==> src/rtl/siaminer_dispatch.sv <==
// ---------------------------------------------------------------------------------------------
// siaminer_dispatch
//   Multi-core work dispatcher between the UART command parser and NCORES siacores.
//   One accepted work packet (header + target) is latched and shared by all cores.
//   The 32-bit nonce space is split evenly, and every core is started in the same cycle.
//   Found nonces and the final "all ranges exhausted" event pass through a round-robin
//   arbiter into a first-word fall-through result FIFO that feeds the TX framer.
//   Every job carries a 4-bit tag, so results left over from superseded work are discarded.
//
// Build option:
//   SIAMINER_STOP_ON_FIRST_EN - when defined, the first reported nonce of a job aborts all
//                               cores and closes the job. No exhausted entry is produced.
//
// Ports:
//   clk, rst                 system clock, synchronous active-high reset
//   work_in/target_in        parsed work header and target
//   work_valid/work_ready    work handshake (work_ready is registered)
//   core_work/core_target    latched work and target, shared by all cores
//   core_base                per-core start nonce, core i at [i*NONCE_W +: NONCE_W]
//   core_start/core_abort    1-cycle per-core start and abort pulses
//   core_found/core_nonce    per-core nonce-found pulse and the nonce that goes with it
//   core_done                per-core range-exhausted pulse
//   res_valid/res_ready      result handshake
//   res_nonce/res_kind       result payload (kind 0 = nonce found, 1 = exhausted)
//   busy                     a job is in LOAD or RUN
// ---------------------------------------------------------------------------------------------
module siaminer_dispatch #(
    parameter int unsigned NCORES     = 4,
    parameter int unsigned WORK_W     = 640,
    parameter int unsigned TARGET_W   = 32,
    parameter int unsigned NONCE_W    = 32,
    parameter int unsigned NONCE_OFS  = 256,
    parameter int unsigned FIFO_DEPTH = 4
) (
    input  logic                      clk,
    input  logic                      rst,
    input  logic [WORK_W-1:0]         work_in,
    input  logic [TARGET_W-1:0]       target_in,
    input  logic                      work_valid,
    output logic                      work_ready,
    output logic [WORK_W-1:0]         core_work,
    output logic [TARGET_W-1:0]       core_target,
    output logic [NCORES*NONCE_W-1:0] core_base,
    output logic [NCORES-1:0]         core_start,
    output logic [NCORES-1:0]         core_abort,
    input  logic [NCORES-1:0]         core_found,
    input  logic [NCORES*NONCE_W-1:0] core_nonce,
    input  logic [NCORES-1:0]         core_done,
    output logic                      res_valid,
    input  logic                      res_ready,
    output logic [NONCE_W-1:0]        res_nonce,
    output logic                      res_kind,
    output logic                      busy
);

    localparam int unsigned IW = (NCORES > 1) ? $clog2(NCORES) : 1;
    localparam int unsigned FW = $clog2(FIFO_DEPTH);
    localparam int unsigned EW = NONCE_W + 1;
    // Size of each core's slice of the nonce space. For NCORES=1 this truncates to 0, which
    // is harmless because only core 0 exists.
    localparam logic [NONCE_W-1:0] Step = NONCE_W'((64'd1 << NONCE_W) / 64'(NCORES));

    typedef enum logic [1:0] {StIdle, StLoad, StRun} state_e;

    state_e                    state_q, state_d;
    logic [3:0]                job_id_q;
    logic [WORK_W-1:0]         work_q;
    logic [TARGET_W-1:0]       target_q;
    logic [NCORES*NONCE_W-1:0] base_q;
    logic [NCORES-1:0]         start_q, abort_q;
    logic                      work_ready_q, busy_q;

    logic [NCORES-1:0]         pend_q, done_mask_q;
    logic [NONCE_W-1:0]        pend_nonce_q [NCORES];
    logic [3:0]                pend_tag_q   [NCORES];
    logic [IW-1:0]             rr_ptr_q;

    logic [EW-1:0]             fifo_q [FIFO_DEPTH];
    logic [FW:0]               wr_ptr_q, rd_ptr_q;

    logic                      accept, in_run, fifo_empty, fifo_full, pop, can_push;
    logic                      push_found, push_exh, push_en, stop_first;
    logic [EW-1:0]             push_data;
    logic [NCORES-1:0]         tag_ok;
    logic                      grant_vld;
    logic [IW-1:0]             grant_idx, grant_nxt, cand;
    logic [NONCE_W-1:0]        nonce_raw, base_swap;

    // Round-robin arbiter: the first pending entry of the current job at or after rr_ptr_q.
    always_comb begin
        tag_ok    = '0;
        grant_vld = 1'b0;
        grant_idx = '0;
        cand      = '0;
        for (int i = 0; i < NCORES; i++) begin
            tag_ok[i] = pend_q[i] && (pend_tag_q[i] == job_id_q);
        end
        for (int k = 0; k < NCORES; k++) begin
            cand = IW'((32'(rr_ptr_q) + 32'(k)) % NCORES);
            if (!grant_vld && tag_ok[cand]) begin
                grant_vld = 1'b1;
                grant_idx = cand;
            end
        end
        grant_nxt = IW'((32'(grant_idx) + 32'd1) % NCORES);
    end

    // The nonce field of the header is stored byte-swapped.
    always_comb begin
        nonce_raw = work_q[NONCE_OFS +: NONCE_W];
        base_swap = '0;
        for (int b = 0; b < NONCE_W / 8; b++) begin
            base_swap[8*b +: 8] = nonce_raw[NONCE_W - 8 - 8*b +: 8];
        end
    end

    always_comb begin
        fifo_empty = (wr_ptr_q == rd_ptr_q);
        fifo_full  = (wr_ptr_q[FW] != rd_ptr_q[FW]) &&
                     (wr_ptr_q[FW-1:0] == rd_ptr_q[FW-1:0]);
        pop        = !fifo_empty && res_ready;
        // A pop in the same cycle frees the slot, so a full FIFO can still take a push.
        can_push   = !fifo_full || pop;
        accept     = work_valid && work_ready_q;
        in_run     = (state_q == StRun);
        push_found = in_run && grant_vld && can_push;
        // Exhausted closes the job only once every found nonce has been queued.
        push_exh   = in_run && !accept && (&done_mask_q) && (pend_q == '0) &&
                     (core_found == '0) && can_push;
`ifdef SIAMINER_STOP_ON_FIRST_EN
        stop_first = push_found;
`else
        stop_first = 1'b0;
`endif
        push_en    = push_found || push_exh;
        push_data  = push_exh ? {1'b1, {NONCE_W{1'b0}}} : {1'b0, pend_nonce_q[grant_idx]};

        state_d = state_q;
        unique case (state_q)
            StIdle:  if (accept) state_d = StLoad;
            StLoad:  state_d = StRun;
            StRun: begin
                if (accept) begin
                    state_d = StLoad;
                end else if (stop_first || push_exh) begin
                    state_d = StIdle;
                end
            end
            default: state_d = StIdle;
        endcase
    end

    always_ff @(posedge clk) begin
        if (rst) begin
            state_q      <= StIdle;
            job_id_q     <= '0;
            work_q       <= '0;
            target_q     <= '0;
            base_q       <= '0;
            start_q      <= '0;
            abort_q      <= '0;
            work_ready_q <= 1'b0;
            busy_q       <= 1'b0;
            pend_q       <= '0;
            done_mask_q  <= '0;
            rr_ptr_q     <= '0;
            wr_ptr_q     <= '0;
            rd_ptr_q     <= '0;
            for (int i = 0; i < NCORES; i++) begin
                pend_nonce_q[i] <= '0;
                pend_tag_q[i]   <= '0;
            end
            for (int d = 0; d < FIFO_DEPTH; d++) begin
                fifo_q[d] <= '0;
            end
        end else begin
            state_q      <= state_d;
            work_ready_q <= (state_d != StLoad);
            busy_q       <= (state_d != StIdle);
            start_q      <= '0;
            abort_q      <= '0;

            if (accept) begin
                work_q   <= work_in;
                target_q <= target_in;
                job_id_q <= job_id_q + 4'd1;
                // New work in RUN preempts the cores still working on the old job.
                if (in_run) abort_q <= '1;
            end

            if (state_q == StLoad) begin
                for (int i = 0; i < NCORES; i++) begin
                    base_q[i*NONCE_W +: NONCE_W] <= base_swap + NONCE_W'(i) * Step;
                end
                start_q     <= '1;
                pend_q      <= '0;
                done_mask_q <= '0;
            end

            if (in_run) begin
                done_mask_q <= done_mask_q | core_done;
                for (int i = 0; i < NCORES; i++) begin
                    if (pend_q[i] && !tag_ok[i]) pend_q[i] <= 1'b0;
                end
                if (push_found) begin
                    pend_q[grant_idx] <= 1'b0;
                    rr_ptr_q          <= grant_nxt;
                end
                // A fresh found overrides the clear above: last nonce wins.
                for (int i = 0; i < NCORES; i++) begin
                    if (core_found[i]) begin
                        pend_q[i]       <= 1'b1;
                        pend_nonce_q[i] <= core_nonce[i*NONCE_W +: NONCE_W];
                        pend_tag_q[i]   <= job_id_q;
                    end
                end
                if (stop_first) begin
                    abort_q <= '1;
                    pend_q  <= '0;
                end
            end

            if (push_en) begin
                fifo_q[wr_ptr_q[FW-1:0]] <= push_data;
                wr_ptr_q                 <= wr_ptr_q + (FW+1)'(1);
            end
            if (pop) begin
                rd_ptr_q <= rd_ptr_q + (FW+1)'(1);
            end
        end
    end

    assign work_ready            = work_ready_q;
    assign core_work             = work_q;
    assign core_target           = target_q;
    assign core_base             = base_q;
    assign core_start            = start_q;
    assign core_abort            = abort_q;
    assign busy                  = busy_q;
    assign res_valid             = !fifo_empty;
    assign {res_kind, res_nonce} = fifo_q[rd_ptr_q[FW-1:0]];

endmodule

==> config.mk <==
export PLATFORM = sky130hd
export DESIGN_NAME = siaminer_dispatch
export DESIGN_NICKNAME = d
export VERILOG_FILES = /design/src/rtl/siaminer_dispatch.sv
export SDC_FILE = /design/constraint.sdc
export NUM_CORES = 2
export LEC_CHECK = 0
export ABC_CLOCK_PERIOD_IN_PS = 4700
export BUFFER_PORTS_ARGS = -buffer_cell sky130_fd_sc_hd__buf_2
export CORE_AREA = 5 5 635 637
export DETAILED_ROUTE_END_ITERATION = 8
export DIE_AREA = 0 0 640 642
export PLACE_DENSITY = 0.3
export RECOVER_POWER = 50
export SETUP_SLACK_MARGIN = 0.2
export SKIP_CTS_REPAIR_TIMING = 1
export SYNTH_ARGS = -nofsm -noshare
export SYNTH_HDL_FRONTEND = slang
export SYNTH_SLANG_ARGS = --single-unit
export TNS_END_PERCENT = 20
==> constraint.sdc <==
create_clock -name clk -period 4.7 [get_ports clk]
set_input_delay 0.47 -clock clk [delete_from_list [all_inputs] [get_ports clk]]
set_output_delay 0.47 -clock clk [all_outputs]
set_load 0.01 [all_outputs]
After elaboration in Yosys (flattened, before gate mapping)
Memory sizes are Yosys's and may differ from the RTL's. A register that Yosys moved wholly into a read port is not among the register bits.
Index checks and enable logic that the tools add are counted.
{"block": "totals", "register_bits": 832, "ramBits": 276, "input_bits": 812, "out_inout_bits": 844, "elab_cells": 178, "memories": 3}
{"block": "op_classes", "add_sub_neg": 10, "magnitude_cmp": 6, "n_eq_ne": 10, "mux": 80, "bitwise_logic": 12, "n_reduce_logical": 43}
{"name": "fifo_q", "depth": 4, "word_bits": 33, "rd": 1, "rd_ports_with_merged_regs": 1, "write_ports": 4, "line_no": "78", "text": "logic [EW-1:0] fifo_q [FIFO_DEPTH];"}
{"name": "pend_nonce_q", "depth": 4, "word_bits": 32, "rd": 1, "rd_ports_with_merged_regs": 0, "write_ports": 4, "line_no": "74", "text": "logic [NONCE_W-1:0] pend_nonce_q [NCORES];"}
{"name": "pend_tag_q", "depth": 4, "word_bits": 4, "rd": 4, "rd_ports_with_merged_regs": 0, "write_ports": 4, "line_no": "75", "text": "logic [3:0] pend_tag_q [NCORES];"}
{"cell": "$mux W32", "n": 4}
{"cell": "$mux W33", "n": 2}
{"cell": "$add A32 B32 Y32 const B", "n": 2}
{"cell": "$mux W1", "n": 47}
{"cell": "$mux W4", "n": 11}
{"cell": "$reduce_or A33 Y1", "n": 1}
{"cell": "$add A32 B31 Y32 const B", "n": 1}
{"cell": "$logic_and A1 B1 Y1", "n": 22}
{"cell": "$mux W2", "n": 10}
{"cell": "$eq A4 B4 Y1", "n": 4}
{"cell": "$lt A2 B3 Y1 const B", "n": 5}
{"cell": "$logic_not A1 Y1", "n": 10}
{"cell": "$bmux W1 S2", "n": 4}
{"cell": "$logic_not A4 Y1", "n": 2}
{"cell": "$or A1 B1 Y1", "n": 8}
{"cell": "$add A3 B1 Y3 const B", "n": 2}
{"cell": "$pmux W2 S3", "n": 1}
{"cell": "$add A2 B1 Y2 const B", "n": 2}
{"cell": "$add A2 B2 Y2 const B", "n": 2}
{"cell": "$add A4 B1 Y4 const B", "n": 1}
{"cell": "$and A4 B4 Y4", "n": 1}
{"cell": "$not A4 Y4", "n": 1}
{"cell": "$or A4 B4 Y4", "n": 1}
{"cell": "$reduce_and A4 Y1", "n": 1}
{"cell": "14 further kinds", "n": 16}

Longest topological paths before layout
An unclocked memory read counts as a cell.
{"block": "depth", "word_depth": 24, "ltp_mapped": 13, "depth_no_buf": 10}

Least setup slack after synthesis
Ideal clock, no wire load.
{"block": "synth_timing", "path_kind": "reg-to-reg", "startpoint": "register state_q[0]", "endpoint": "memory fifo_q[0][0] in the netlist's numbering (enable)", "setup_ps": 473, "arrival_ps": 4094, "required_time_ps": 4227, "path_slack_ps": 132, "path_stages_with_launch": 9, "n_path_buf": 2, "synth_period_minus_slack_ps": 4568, "cell_sequence": "dfxtp_1 inv_1 ha_1 clkbuf_1 o31a_1 nand4_1 and2_0 clkbuf_1 o31ai_1"}
{"element": "start: declaration", "line_no": "65", "text": "state_e state_q, state_d;"}
{"element": "start signal: assignment", "line_no": "155", "text": "state_q <= StIdle;"}
{"element": "start signal: assignment", "line_no": "177", "text": "state_q <= state_d;"}
{"element": "end: declaration", "line_no": "78"}

==> out/results.ini <==
[min_path]
worstHoldPathType=in -> reg
hold_depth=3
hp-start=work_in[355]
min_to=core_work[355]$_SDFFE_PP0N_

[timing]
period_minus_slack_ns=3.90
finalHoldViolations=0
tightest_slew_ns=2.81
fmax_ghz=0.257
setup_slack_ns=0.803
finalMaxSlewViolations=454
post-route-period-util=0.829
fin_setup_tns_ns=0
rsz0062_at_grt=no
whs_ns=0.0357
slew-limit-headroom=-0.871
setup_violations=0
fin_worst_skew_ns=0.0477

[detailed_routing]
drtIter0Drc=2845
vias=40500
drt-total-wl_mm=348
drc=0
wl_per_cell_um=29.7
vias_per_cell=3.44
first_pass_iters=7
ant_nets=0

[logic_synthesis]
yosys_warnings=0
synth_cell_types=47
syn_area_per_cell_sq_um=9.41
synth-async-reset-ratio=0
syn_area_sq_mm=0.0387
synth_top_area_share=0.380
synthFlopType=dfxtp_1
synth_largest_area_cell=dfxtp_1
synth_edf_count=276
synth_seq_cells=1012
netlist_top_cells_area=dfxtp_1, edfxtp_1, nand2_1
syn_nets=4939
seq_area_frac_synth=0.594
netlist_instances=4116

[clocking]
cts_sinks=1012
cts_tree=built
numCtsBuffers=155
clockBufferDepth=4
clock_latency_ns=0.84
clockRootBuffer=clkbuf_16
cts.reportedPaths.clkPinSlew_ns=0.06
htreeDepth=4

[grt]
grt_pass1_vias=37900
antenna_found_initial=234
grt_pass1_wl_mm=435
grt_usage=0.162
gr-total-overflow=0
grt_max_degree=160

[placement]
hpwl_mm=284
portBuffers=1655
placed_area_sq_mm=0.0524
dp_slack_ns=0.670
gp_congestion=0.932
dp.cells=10700

[finish]
seq_area_sq_mm=0.0230
layout.nets=7132
area_growth_syn_to_layout_pct=64.8
multi_input_area_sq_mm=0.0138
layoutNonFillerInstCount=11700
postLayoutCellArea_sq_mm=0.0639
drive_gt1_frac=0.202
fillCellCount=45500

[floorplanning]
start_util=0.0975
chipHeight_um=642
die_area_sq_mm=0.411
row_count=232
design.core.area_sq_mm=0.397
die_w_um=640
ios=1656

[outcome]
failed_checks=max-capacitance violations, max-slew violations
outcome=finished, violations left

[power]
ir_drop_mv=0.235
power_leakage_uw=0.0231
p_per_area_mw_per_mm2=397

[critical_path]
cp.arrival_ns=4.44
cp_slowest_cell=o21ai_4
r2r-end=fifo_q[3][10]$_DFFE_PP_
r2r_slack_ns=0.80
worst-path-max-fanout=16
worstPathCellList=inv_1, ha_1, o31a_1, nand4_1, and2_0, o21ai_4, buf_4
reg2reg_depth=7
cpPeakStageDelay_ns=0.78
worst_setup_path_start_kind=flop
path_class=reg -> reg
rr_startpoint=state_q[0]$_SDFF_PP0_
crit_path_end_kind=flop
cp.required_ns=5.24

[run]
drv_cap=6

-- registers in the layout (all words and copies together) (netlist names), named ones only --
name	count
busy	1
core_abort	1
core_base	36
core_start	1
core_target	32
core_work	640
done_mask_q	4
fifo_q	132
job_id_q	4
pend_nonce_q	128
pend_q	4
pend_tag_q	16
rd_ptr_q	3
rr_ptr_q	2
state_q	2
work_ready	1
wr_ptr_q	3
-- placed cells by master, fill, tap and decap left out, types with 3 or more instances in the layout --
cell type and count:
mux2i_1 37, and2_1 144, ha_1 11, clkbuf_8 21, nand2_1 1366, bufinv_16 11
nand3_1 12, xor2_1 11, a211oi_4 10, or3_2 3, nand2_2 4, buf_4 34
nor2_4 4, nand2b_1 3, o21ai_4 4, a21oi_1 681, a211oi_1 4, nor2_1 57
clkinv_1 7, buf_2 857, mux4_2 33, clkinv_2 21, buf_12 11, inv_1 9
a211oi_2 52, nor3_1 105, a31oi_1 5, inv_6 5, clkinv_8 4, clkbuf_16 157
edfxtp_1 276, clkbuf_1 835, clkinvlp_4 8, nor3_2 32, dlygate4sd3_1 737, diode_2 57
and3_1 66, dfxtp_1 734, xnor2_1 16
-- metal layers --
metal,wire [um],GRT usage,vias to the layer above
met5,310,0,-
met4,9890,0.0359,46
met3,26000,0.0505,610
met2,179000,0.298,1861
met1,133000,0.180,19800
li1,-,-,18100
-- power breakdown --
group,total (uW),internal [uW],leakage (uW),switching [uW]
clock network,12000,7100,0.00246,4920
logic,3560,1180,0.0118,2380
registers,9770,9440,0.00886,332
total,25400,17700,0.0231,7630
-- final cells by class --
type,count,share of cell area
clock buffers,214,0.0682
diodes,57,0.00223
repair buffers,2443,0.238
multi-input cells,2686,0.216
inverters,11,0.000705
flip-flops and latches,1012,0.361
clock inverters,60,0.0112
well taps,5265,0.103
-- worst max-delay path by stage --
stage | startpoint | end | slack, ns | cells past startpoint
after floorplan | state_q[0]$_SDFF_PP0_ | fifo_q[3][0]$_DFFE_PP_ | 0.25 | 8
after CTS | state_q[0]$_SDFF_PP0_ | fifo_q[3][4]$_DFFE_PP_ | 0.66 | 7
after detailed placement | state_q[0]$_SDFF_PP0_ | fifo_q[3][4]$_DFFE_PP_ | 0.67 | 7
final | state_q[0]$_SDFF_PP0_ | fifo_q[3][10]$_DFFE_PP_ | 0.80 | 7
after global routing | work_ready$_SDFF_PP0_ | core_work[320]$_SDFFE_PP0N_ | 0.41 | 4
after global placement | core_found[1] | fifo_q[2][6]$_SDFFCE_PN0P_ | -0.50 | 6
-- worst max-delay path: cells and delay by family (launching register included) --
family	cells	cell delay, ns
compound gates	2	1.25
fa+ha+maj	1	0.70
flops	1	0.35
simple gates	2	0.77
buf+inv	2	0.50
-- stage by stage --
stage	total power, uW	utilization
floorplan	11000	-
global placement	13100	0.132
detailed placement	13100	0.132
CTS	25600	0.145
global route	26500	0.160
finish	25400	0.161
-- Yosys cell counts, types with 3 or more instances --
library cell  instances
a211oi_4             10
a31oi_1               5
nor3_2               32
xor2_1               11
nor3_1              105
xnor2_1              16
buf_4               102
a211oi_1              6
dfxtp_1             736
and2_1              145
a21oi_1             681
buf_1                18
buf_6                12
edfxtp_1            276
or3_1                 3
nand2_1            1370
nor2_1               61
mux4_2               33
o21ai_0               5
and3_1               66
inv_1                 9
clkbuf_1            266
mux2i_1              37
ha_1                 11
nand2b_1              4
buf_2                 9
nand3_1              12
a211oi_2             50
-- cells by family after synthesis --
family / share of synthesized area
xor+xnor: 0.00610
simple gates: 0.200
flops: 0.594
buf+inv: 0.0530
fa+ha+maj: 0.00355
mux: 0.0287
compound gates: 0.115
Power figures use the tool's default switching activity.
